File: config.mk
export PLATFORM = sky130hd
export DESIGN_NAME = wide_add_seq
export DESIGN_NICKNAME = d
export VERILOG_FILES = /design/src/rtl/wide_add_seq.sv
export SDC_FILE = /design/constraint.sdc
export NUM_CORES = 1
export LEC_CHECK = 0
export ABC_AREA = 1
export BUFFER_PORTS_ARGS = -buffer_cell sky130_fd_sc_hd__buf_2
export CAP_MARGIN = 0
export CELL_PAD_IN_SITES_DETAIL_PLACEMENT = 0
export CELL_PAD_IN_SITES_GLOBAL_PLACEMENT = 1
export CORE_UTILIZATION = 30
export DETAILED_ROUTE_END_ITERATION = 10
export PLACE_DENSITY_LB_ADDON = 0.3
export SLEW_MARGIN = 30
export SYNTH_ARGS = -nofsm -noshare
export SYNTH_HDL_FRONTEND = slang
export SYNTH_SLANG_ARGS = --single-unit
File: constraint.sdc
create_clock -name clk -period 40 [get_ports clk]
set_clock_uncertainty 0.2 [all_clocks]
set_input_delay 8 -clock clk [delete_from_list [all_inputs] [get_ports clk]]
set_output_delay 8 -clock clk [all_outputs]
set_load 0.05 [all_outputs]
File: src/rtl/wide_add_seq.sv
// wide_add_seq: multi-cycle wide-operand adder sequencer.
// Adds two N*WORDS-bit operands one N-bit word per cycle (LSW first) through a
// single N-bit ripple-carry adder, with a registered carry linking the words.
// Optional feature macro: WIDE_ADD_SUB_EN (adds the sub port for A - B).

// Plain N-bit ripple-carry adder: the only combinational arithmetic path.
module n_rca #(
    parameter int N = 32
) (
    input  logic [N-1:0] x,
    input  logic [N-1:0] y,
    input  logic         ci,
    output logic [N-1:0] s,
    output logic         co
);
    logic [N:0] c;

    assign c[0] = ci;

    generate
        for (genvar gi = 0; gi < N; gi++) begin : g_fa
            assign s[gi]   = x[gi] ^ y[gi] ^ c[gi];
            assign c[gi+1] = (x[gi] & y[gi]) | (c[gi] & (x[gi] ^ y[gi]));
        end
    endgenerate

    assign co = c[N];
endmodule

module wide_add_seq #(
    parameter int N     = 32,
    parameter int WORDS = 4
) (
    input  logic                 clk,
    input  logic                 rst_n,
    input  logic                 start,
`ifdef WIDE_ADD_SUB_EN
    input  logic                 sub,
`endif
    input  logic [N*WORDS-1:0]   a,
    input  logic [N*WORDS-1:0]   b,
    input  logic                 c_in,
    output logic                 busy,
    output logic                 done,
    output logic [N*WORDS-1:0]   sum,
    output logic                 c_out,
    output logic                 ovf
);
    localparam int W     = N * WORDS;
    localparam int IDX_W = (WORDS > 1) ? $clog2(WORDS) : 1;
    localparam logic [IDX_W-1:0] LAST_IDX = IDX_W'(WORDS - 1);

    typedef enum logic [1:0] {
        IDLE = 2'd0,
        RUN  = 2'd1,
        FIN  = 2'd2
    } state_t;

    state_t             state_reg, state_next;
    logic [IDX_W-1:0]   idx_reg, idx_next;
    logic               carry_reg, carry_next;
    logic [W-1:0]       a_reg, a_next;
    logic [W-1:0]       b_reg, b_next;
    logic [W-1:0]       sum_reg, sum_next;
    logic               c_out_reg, c_out_next;
    logic               ovf_reg, ovf_next;
`ifdef WIDE_ADD_SUB_EN
    logic               sub_reg, sub_next;
`endif

    // Operand registers viewed as word arrays so the current word is a plain mux.
    logic [N-1:0] a_words [WORDS];
    logic [N-1:0] b_words [WORDS];

    generate
        for (genvar gi = 0; gi < WORDS; gi++) begin : g_words
            assign a_words[gi] = a_reg[gi*N +: N];
            assign b_words[gi] = b_reg[gi*N +: N];
        end
    endgenerate

    logic [N-1:0] x_word;
    logic [N-1:0] y_word;
    logic [N-1:0] rca_s;
    logic         rca_co;

    assign x_word = a_words[idx_reg];
`ifdef WIDE_ADD_SUB_EN
    assign y_word = sub_reg ? ~b_words[idx_reg] : b_words[idx_reg];
`else
    assign y_word = b_words[idx_reg];
`endif

    n_rca #(.N(N)) u_n_rca (
        .x  (x_word),
        .y  (y_word),
        .ci (carry_reg),
        .s  (rca_s),
        .co (rca_co)
    );

    // State and datapath registers; reset discards any partial result.
    always_ff @(posedge clk or negedge rst_n) begin
        if (!rst_n) begin
            state_reg <= IDLE;
            idx_reg   <= '0;
            carry_reg <= 1'b0;
            a_reg     <= '0;
            b_reg     <= '0;
            sum_reg   <= '0;
            c_out_reg <= 1'b0;
            ovf_reg   <= 1'b0;
`ifdef WIDE_ADD_SUB_EN
            sub_reg   <= 1'b0;
`endif
        end else begin
            state_reg <= state_next;
            idx_reg   <= idx_next;
            carry_reg <= carry_next;
            a_reg     <= a_next;
            b_reg     <= b_next;
            sum_reg   <= sum_next;
            c_out_reg <= c_out_next;
            ovf_reg   <= ovf_next;
`ifdef WIDE_ADD_SUB_EN
            sub_reg   <= sub_next;
`endif
        end
    end

    // Next-state logic: accept from IDLE/FIN, one word per RUN cycle, FIN pulses once.
    always_comb begin
        state_next = state_reg;
        idx_next   = idx_reg;
        carry_next = carry_reg;
        a_next     = a_reg;
        b_next     = b_reg;
        sum_next   = sum_reg;
        c_out_next = c_out_reg;
        ovf_next   = ovf_reg;
`ifdef WIDE_ADD_SUB_EN
        sub_next   = sub_reg;
`endif
        case (state_reg)
            IDLE, FIN: begin
                if (start) begin
                    a_next     = a;
                    b_next     = b;
                    sum_next   = '0;
                    idx_next   = '0;
                    state_next = RUN;
`ifdef WIDE_ADD_SUB_EN
                    sub_next   = sub;
                    carry_next = sub ? 1'b1 : c_in;
`else
                    carry_next = c_in;
`endif
                end else begin
                    state_next = IDLE;
                end
            end
            RUN: begin
                for (int w = 0; w < WORDS; w++) begin
                    if (idx_reg == IDX_W'(w)) begin
                        sum_next[w*N +: N] = rca_s;
                    end
                end
                carry_next = rca_co;
                idx_next   = idx_reg + 1'b1;
                if (idx_reg == LAST_IDX) begin
                    idx_next   = '0;
                    state_next = FIN;
                    c_out_next = rca_co;
                    // Carry into the MSB xor carry out of it.
                    ovf_next   = (x_word[N-1] ^ y_word[N-1] ^ rca_s[N-1]) ^ rca_co;
                end
            end
            default: begin
                state_next = IDLE;
            end
        endcase
    end

    assign busy  = (state_reg == RUN);
    assign done  = (state_reg == FIN);
    assign sum   = sum_reg;
    assign c_out = c_out_reg;
    assign ovf   = ovf_reg;
endmodule

==> flow_summary_export.csv, run 1 <==
group,metric,value,unit
outcome,outcome,"finished, final reports clean",
worst_setup_path,type_of_origin_of_the_critical_path,"flop",
timing,period_minus_slack,16.15,ns
global_routing,antenna_found_initial,6,
flow_run,max-cap-violations,0,
worst_setup_path,critPathMaxFanout,78,
die,boundaryPins,392,
die,design.die.area,60100,sq um
global_routing,grt_remaining_overflow,0,
worst_setup_path,criticalPathCategory,"flop to flop",
worst_setup_path,r2r_cells,47,
clock_network,holdBufCountCts,0,
place,dpl.hpwl,42600,microns
timing,timing_worst_slew_pin_value,0.882,ns
synthesis,avgSynthCellArea,7.99,sq um
synthesis,seq_area_frac_synth,0.552,
clock_network,tritoncts_clock_tree,"yes",
timing,drv_slew,0,
clock_network,clk_latency,0.57,ns
worst_setup_path,rrSetupSlack,23.85,ns
clock_network,cts.clk_slew.worst_paths,0.06,ns
final_layout,drive_above_1_share,0.193,
place,numPortBuffers,391,
final_layout,fin_nets,2838,
worst_setup_path,critical_path.most_common_cell,"fa_1",
clock_network,cts_root_buf,"clkbuf_16",
drt,drt-pass1-iter-count,5,
global_routing,grt_util_all_layers,0.200,
synthesis,yosys.cell_count.top_type,"nand2_1",
place,place_ws,23.67,ns
timing,rsz0062_at_grt,"no",
timing,finalSetupViolations,0,
clock_network,post-cts-setup-buffers,0,
timing,fin_ws,23.85,ns
synthesis,ys_async_sr_fraction,1.00,
drt,antenna_left,0,
worst_hold_path,min_delay_path_depth,2,
drt,drt_wl_total,60700,microns
worst_setup_path,category_of_the_worst_setup_path_capture_point,"flop",
power_and_ir_drop,fin_total_pwr,2.43,mW
synthesis,syn_area,17700,sq um
clock_network,postCtsResizedCells,0,
worst_setup_path,cpMaxStageDelayCell,"dfrtp_4",
power_and_ir_drop,power.density,112,nW/um^2
die,dieHeight,245,microns
drt,detail_route.drc_violations,0,
clock_network,clockBufferDepth,3,
global_routing,grt_first_pass_wirelength,90600,microns
clock_network,htree_num_levels,2,
synthesis,yosys_register_bits,391,
synthesis,post-synth-top-area-cell,"dfrtp_1",
drt,number_of_drc_markers_after_the_initial_detailed_route_iteration,1077,
timing,hold_viol,0,
global_routing,grt_pass1_vias,15000,
synthesis,synth_cells,2219,
synthesis,yosysWarningCount,0,
die,floorplan_core_area,58000,sq um
clock_network,cts.sinks,391,
synthesis,synth_fp_nets,2515,
worst_setup_path,crit_arrival,16.45,ns
timing,max_clock_freq,61.9,MHz
die,die_x,245,microns
die,num_rows,88,
power_and_ir_drop,leakage_power_summed_over_all_cells,12.0,nW
worst_hold_path,hp-class,"flop to flop",
drt,avgViaCountPerCell,4.54,
synthesis,yosys-top-cells-count,"1,375 x nand2_1, 391 x dfrtp_1, 139 x nand3_1, 48 x buf_2, 48 x inv_1",
clock_network,cts_inserted_buffers,45,
place,gp_routability_congestion,0.847,
global_routing,grt_start_max_net_pins,183,
synthesis,dominant_register_cell_in_the_synthesized_netlist,"dfrtp_1",
timing,relative_slew_margins,0.412,
die,starting_density_of_the_core,0.306,
timing,final.hold.worst_slack,0.265,ns
worst_setup_path,cp_slowest_stage_delay,0.71,ns
synthesis,synth_enable_flop_cells,0,
timing,period_share,0.404,
synthesis,ys_types,19,
power_and_ir_drop,vdd_ir_drop_max,0.0000563,V
worst_setup_path,worst-endpoint-required,40.30,ns
final_layout,area_delta_synth_final,22.6,%
drt,detailroute.via_count,15200,
synthesis,synth_top_cells_by_area,"dfrtp_1 55%, nand2_1 29%, nand3_1 3.9%, fa_1 3.6%, buf_2 1.4%",
drt,detail_route.wl_per_cell,18.1,microns
synthesis,synthDominantCellAreaShare,0.552,
timing,fin_setup_tns,0,ns
path summary, 6_finish.rpt:
kind | start | to
max in group asynchronous | rst_n | a_reg[112]
min in group asynchronous | rst_n | sum[24]
setup reg to reg | idx_reg[0] | sum[127]
hold / removal | sum[53] | sum[53]
hold reg to reg | sum[53] | sum[53]
setup / recovery | idx_reg[0] | sum[127]
kinds of logic after synthesis:
group / share of synthesized area
simple gates: 0.341
flops: 0.552
compound gates: 0.0181
xor+xnor: 0.000494
fa+ha+maj: 0.0389
buf+inv: 0.0497
layout make-up:
| cell class | instances | area (sq um) |
|---|---|---|
| inverters | 50 | 200 |
| repair buffers | 407 | 2160 |
| well taps | 765 | 957 |
| clock inverters | 16 | 169 |
| fillers | 6129 | 36300 |
| clock buffers | 68 | 1380 |
| diodes | 3 | 7.51 |
| flip-flops and latches | 391 | 9790 |
| multi-input cells | 1647 | 7090 |
power breakdown:
part / switching, mW / total [mW] / internal, mW
Sequential: 0.114 / 0.704 / 0.589
Clock: 0.170 / 0.427 / 0.257
Combinational: 0.938 / 1.30 / 0.360
metrics by stage:
stage | instances | cell area, sq um | utilization
floorplan | 2219 | 17700 | -
global placement | 3257 | 20100 | 0.346
detailed placement | 3258 | 20100 | 0.347
CTS | 3342 | 21700 | 0.374
global route | 3344 | 21700 | 0.375
finish | 3347 | 21700 | 0.375
worst max-delay path, delay by kind of cell (launching register included):
family / cells / cell delay [ns]
buffers and inverters: 9 / 1.16
adders and majority gates: 32 / 13.28
and+or+nand+nor: 6 / 0.71
DFF: 1 / 0.71
layer usage:
layer | routed length (microns) | track usage | part of all wire
met4 | 1250 | 0.0461 | 0.021
met3 | 3110 | 0.0362 | 0.051
met5 | 34 | 0 | 0.00056
met1 | 29300 | 0.294 | 0.48
met2 | 27000 | 0.302 | 0.44
cell usage in the layout, fill, tap and decap left out, types with 9 or more instances in the layout:
cell type	instances
o211ai_1	24
inv_1	46
o21ai_0	28
nand2_1	1375
clkbuf_16	47
nand3_1	139
buf_2	390
dfrtp_1	389
clkbuf_1	9
clkbuf_8	12
fa_1	32
buf_4	10
nor2_1	33
Power figures use the tool's default switching activity.
==> run 2, diff against run 1 <==
==> constraint.sdc (replaced) <==
create_clock -name clk -period 13.7 [get_ports clk]
set_clock_uncertainty 0.2 [all_clocks]
set_input_delay 2.74 -clock clk [delete_from_list [all_inputs] [get_ports clk]]
set_output_delay 2.74 -clock clk [all_outputs]
set_load 0.05 [all_outputs]
==> run 2 against run 1 <==
  * Die area is the same
  * Clock-buffer cell count unchanged
  * Setup slack got worse by 23 ns
  * Highest routed layer unchanged
==> flow_summary_export.csv, run 2 (synthesized netlist as in run 1, its figures left out) <==
group,metric,value,unit
outcome,outcome,"finished, final reports clean",
clock_network,cts_inserted_buffers,45,
global_routing,grt_util_all_layers,0.201,
final_layout,drive_above_1_share,0.207,
global_routing,grt_start_max_net_pins,174,
worst_setup_path,worst-endpoint-required,13.95,ns
clock_network,cts_root_buf,"clkbuf_16",
flow_run,max-cap-violations,0,
worst_setup_path,criticalPathCategory,"flop to flop",
worst_hold_path,hp-class,"flop to flop",
worst_setup_path,cp_slowest_stage_delay,0.53,ns
global_routing,grt_first_pass_wirelength,91900,microns
timing,finalSetupViolations,0,
worst_setup_path,cp.buffers_inverters,9,
clock_network,htree_num_levels,2,
clock_network,holdBufCountCts,0,
worst_setup_path,capture_point_of_the_worst_reg_to_reg_path,"sum[31]",
timing,drv_slew,0,
global_routing,grt_remaining_overflow,0,
drt,detail_route.drc_violations,0,
clock_network,clockBufferDepth,3,
die,num_rows,88,
final_layout,leading_cell_types_in_the_layout_fill_and_taps_excluded,"1,375 x nand2_1, 390 x buf_2, 389 x dfrtp_1, 139 x nand3_1, 47 x clkbuf_16",
worst_setup_path,r2r_cells,47,
worst_setup_path,critPathMaxFanout,6,
timing,period_minus_slack,13.14,ns
place,gp_routability_congestion,0.809,
worst_setup_path,crit_arrival,13.39,ns
final_layout,layout.cells.most_common,"nand2_1",
final_layout,area_delta_synth_final,23.4,%
place,numPortBuffers,391,
drt,number_of_drc_markers_after_the_initial_detailed_route_iteration,1035,
die,boundaryPins,392,
timing,rsz0062_at_grt,"no",
die,starting_density_of_the_core,0.306,
drt,antenna_left,0,
timing,max_clock_freq,76.1,MHz
worst_setup_path,cpMaxStageDelayCell,"fa_2",
place,dpl.hpwl,42600,microns
timing,relative_slew_margins,0.357,
worst_setup_path,cell_type_group_with_the_largest_total_delay_on_the_critical_path,"adder cells",
worst_setup_path,crit_end,"sum[31]",
worst_setup_path,critical_path.most_common_cell,"fa_2",
timing,period_share,0.959,
worst_setup_path,type_of_origin_of_the_critical_path,"flop",
drt,detail_route.wl_per_cell,18.1,microns
die,die_x,245,microns
die,design.die.area,60100,sq um
clock_network,clk_latency,0.58,ns
worst_setup_path,timing.critical_path.depth,47,
die,floorplan_core_area,58000,sq um
global_routing,antenna_found_initial,5,
drt,drt-pass1-iter-count,5,
worst_setup_path,timing.critical_path.from,"idx_reg[0]",
timing,timing_worst_slew_pin_value,0.964,ns
clock_network,cts.clk_slew.worst_paths,0.06,ns
worst_setup_path,regToRegStartpoint,"idx_reg[0]",
clock_network,tritoncts_clock_tree,"yes",
drt,avgViaCountPerCell,4.57,
die,dieHeight,245,microns
worst_setup_path,rrSetupSlack,0.56,ns
clock_network,cts.sinks,391,
drt,detailroute.via_count,15300,
drt,drt_wl_total,60500,microns
global_routing,grt_pass1_vias,15100,
worst_setup_path,category_of_the_worst_setup_path_capture_point,"flop",
final_layout,fin_nets,2847,
final_layout,final_core_utilization,0.377,
timing,hold_viol,0,
==> run 2: per-layer routing <==
metal / share of wire / global-route usage / wire, microns
met1: 0.48 / 0.296 / 29200
met4: 0.021 / 0.0513 / 1250
met3: 0.054 / 0.0348 / 3290
met2: 0.44 / 0.304 / 26800
met5: 0.00021 / 0 / 13
==> run 2: area by class of cell <==
cell class | count | area, sq um
fillers | 6091 | 36100
flip-flops and latches | 391 | 9790
multi-input cells | 1647 | 7160
repair buffers | 416 | 2200
clock buffers | 68 | 1360
well taps | 765 | 957
clock inverters | 11 | 213
inverters | 50 | 200
diodes | 3 | 7.51
==> run 2: how the worst min path moves through the flow <==
stage	from	end	slack, ns	cells after the start
2_1_floorplan	b_reg[98]	b_reg[98]	0.25	2
3_3_place_gp	sum[65]	sum[65]	0.25	2
3_5_place_dp	sum[42]	sum[42]	0.25	2
4_1_cts	sum[65]	sum[65]	0.27	2
5_1_grt	sum[32]	sum[32]	0.29	2
6_report	sum[32]	sum[32]	0.26	2
==> run 2: stage by stage <==
| stage | worst slack [ns] | TNS [ns] | cells | hold slack (ns) | instance area, sq um |
|---|---|---|---|---|---|
| after global routing | 0.0506 | 0 | 3349 | 0.286 | 21900 |
| after global placement | -0.330 | -1.97 | 3266 | 0.248 | 20200 |
| after detailed placement | -0.477 | -3.38 | 3266 | 0.253 | 20200 |
| after CTS | 0.0267 | 0 | 3347 | 0.268 | 21800 |
| final | 0.557 | 0 | 3351 | 0.263 | 21900 |
| after floorplan | 0.0498 | 0 | 2219 | 0.249 | 17800 |
==> run 2: timing repair <==
item	4_1_cts	5_1_grt
setup endpoints to repair	11	11
buffers inserted	2	0
pin swaps	9	20
resized for setup	8	5
cloned	0	0
==> run 2: worst min-delay path, cell delays in order (launching register included) <==
cell and delay, ns:
dfrtp_1 0.34, nand2_1 0.05, nand2_1 0.04
Power of run 2 is left out: the tool's default activity adds up to more than one toggle a clock period on the data nets, which glitch-free logic cannot reach.
==> run 3, diff against run 2 <==
--- a/config.mk
+++ b/config.mk
@@ -13,6 +13,7 @@
 export CORE_UTILIZATION = 30
 export DETAILED_ROUTE_END_ITERATION = 10
 export PLACE_DENSITY_LB_ADDON = 0.3
+export RECOVER_POWER = 100
 export SLEW_MARGIN = 30
 export SYNTH_ARGS = -nofsm -noshare
 export SYNTH_HDL_FRONTEND = slang
==> run 3 against run 2 <==
  * The flow now finishes with violations (max-capacitance violations, max-slew violations)
  * Hold slack better by 0.0062 ns
  * Die area unchanged
  * Register-to-register slack hardly changed
  * Highest routed layer unchanged
  * Critical path depth unchanged
  * Critical path type unchanged
  * Final area decreased by 1.4%
  * Utilization down 0.51 points
==> flow_summary_export.csv, run 3 (synthesized netlist as in run 1, its figures left out) <==
group,metric,value,unit
global_routing,grt_util_all_layers,0.201,
worst_hold_path,min_from,"sum[32]",
timing,period_minus_slack,13.14,ns
worst_setup_path,critPathMaxFanout,6,
die,starting_density_of_the_core,0.306,
clock_network,cts_inserted_buffers,45,
drt,drt_wl_total,60700,microns
outcome,violations_in_the_final_reports,"max-capacitance violations, max-slew violations",
worst_setup_path,cpMaxStageDelayCell,"fa_2",
drt,detailroute.via_count,15300,
place,dpl.hpwl,42600,microns
drt,top_layer_used,"met5",
timing,hold_viol,0,
final_layout,area_delta_synth_final,21.7,%
final_layout,multiInputGateArea,7120,sq um
drt,detail_route.wl_per_cell,18.1,microns
timing,period_share,0.959,
final_layout,layout.cells.most_common,"nand2_1",
final_layout,fin_area,21600,sq um
clock_network,clockBufferDepth,3,
drt,detail_route.drc_violations,0,
global_routing,grt_first_pass_wirelength,91900,microns
final_layout,nFillCells,6183,
timing,rsz0062_at_grt,"no",
die,dieHeight,245,microns
drt,met2_wl_post_dr,26900,microns
timing,max_clock_freq,76.1,MHz
clock_network,cts.clk_slew.worst_paths,0.06,ns
outcome,outcome,"complete, but fails checks",
die,design.die.area,60100,sq um
global_routing,grt_pass1_vias,15100,
final_layout,drive_above_1_share,0.149,
drt,drt-pass1-iter-count,5,
worst_setup_path,critical_path.most_common_cell,"fa_2",
place,gp_routability_congestion,0.809,
global_routing,grt_remaining_overflow,0,
die,num_rows,88,
worst_setup_path,criticalPathCategory,"flop to flop",
timing,relative_slew_margins,-2.57,
die,boundaryPins,392,
clock_network,htree_num_levels,2,
timing,finalSetupViolations,0,
place,numPortBuffers,391,
drt,number_of_drc_markers_after_the_initial_detailed_route_iteration,1074,
worst_setup_path,r2r_cells,47,
worst_hold_path,min_delay_path_depth,2,
clock_network,clk_latency,0.58,ns
worst_hold_path,min_delay_worst_endpoint,"sum[32]",
worst_hold_path,hp-class,"flop to flop",
global_routing,antenna_found_initial,5,
clock_network,cts_root_buf,"clkbuf_16",
timing,final.hold.worst_slack,0.269,ns
clock_network,holdBufCountCts,0,
timing,drv_slew,943,
drt,antenna_left,0,
worst_setup_path,worst-endpoint-required,13.95,ns
clock_network,cts.sinks,391,
worst_setup_path,regToRegStartpoint,"idx_reg[0]",
worst_setup_path,crit_arrival,13.38,ns
worst_setup_path,type_of_origin_of_the_critical_path,"flop",
final_layout,register_area,9790,sq um
die,die_x,245,microns
die,floorplan_core_area,58000,sq um
drt,route.layer.met1.wl,28800,microns
worst_setup_path,capture_point_of_the_worst_reg_to_reg_path,"sum[95]",
timing,timing_worst_slew_pin_value,5.32,ns
final_layout,leading_cell_types_in_the_layout_fill_and_taps_excluded,"1,383 x nand2_1, 389 x dfrtp_1, 258 x buf_2, 150 x clkbuf_1, 140 x nand3_1",
worst_setup_path,category_of_the_worst_setup_path_capture_point,"flop",
drt,dr_wl_met3,3630,microns
final_layout,fin_nets,2847,
drt,avgViaCountPerCell,4.56,
clock_network,tritoncts_clock_tree,"yes",
global_routing,grt_start_max_net_pins,174,
worst_setup_path,cp_slowest_stage_delay,0.53,ns
worst_setup_path,rrSetupSlack,0.56,ns
flow_run,max-cap-violations,14,
worst_setup_path,timing.critical_path.from,"idx_reg[0]",
place,dpl-instance-area,20200,sq um
[run 3: cell count changes in the layout (fill, tap and decap cells not counted), moves of 2 or more]
cell,previous run,this run
clkbuf_1,11,150
buf_2,390,258
nand2_1,1375,1383
nand2_2,8,1
buf_4,19,15
buf_6,4,2
clkbuf_2,0,2
diode_2,3,1
[run 3: final cells by class]
class,instances,share of cell area
clock inverter,11,0.00985
antenna,1,0.000116
inverter,50,0.00898
multi-input combinational,1647,0.330
clock buffer,68,0.0628
sequential,391,0.453
tap,765,0.0443
timing repair buffer,416,0.0907
[run 3: critical path: cells and delay by family, from the launching register on]
kind | cells | cell delay, ns
fa+ha+maj | 32 | 11.24
buf+inv | 9 | 0.59
flops | 1 | 0.52
simple gates | 6 | 0.43
[run 3: metrics by stage]
stage	setup slack, ns	setup TNS [ns]	util	instances
CTS	0.0267	0	0.376	3347
floorplan	0.0498	0	-	2219
detailed placement	-0.477	-3.38	0.349	3266
finish	0.563	0	0.372	3349
global placement	-0.330	-1.97	0.349	3266
global route	0.0266	0	0.372	3349
[run 3: metal layers]
metal | global-route usage | up-vias
li1 | - | 7453
met1 | 0.296 | 7330
met2 | 0.304 | 424
met3 | 0.0348 | 79
met4 | 0.0513 | 2
met5 | 0 | -
[run 3: worst max path at each step]
stage                      endpoint  cells after the start
after floorplan           carry_reg                     49
after global placement      sum[95]                     47
after detailed placement    sum[31]                     47
after CTS                   sum[31]                     47
after global routing       sum[127]                     47
final                       sum[95]                     47
[run 3: timing repair]
action,4_1_cts,5_1_grt
hold endpoints to repair,0,0
pin swaps,9,20
gates resized for setup,8,5
setup endpoints to repair,11,11
buffers inserted,2,0
Power of run 3 is left out for the same reason.
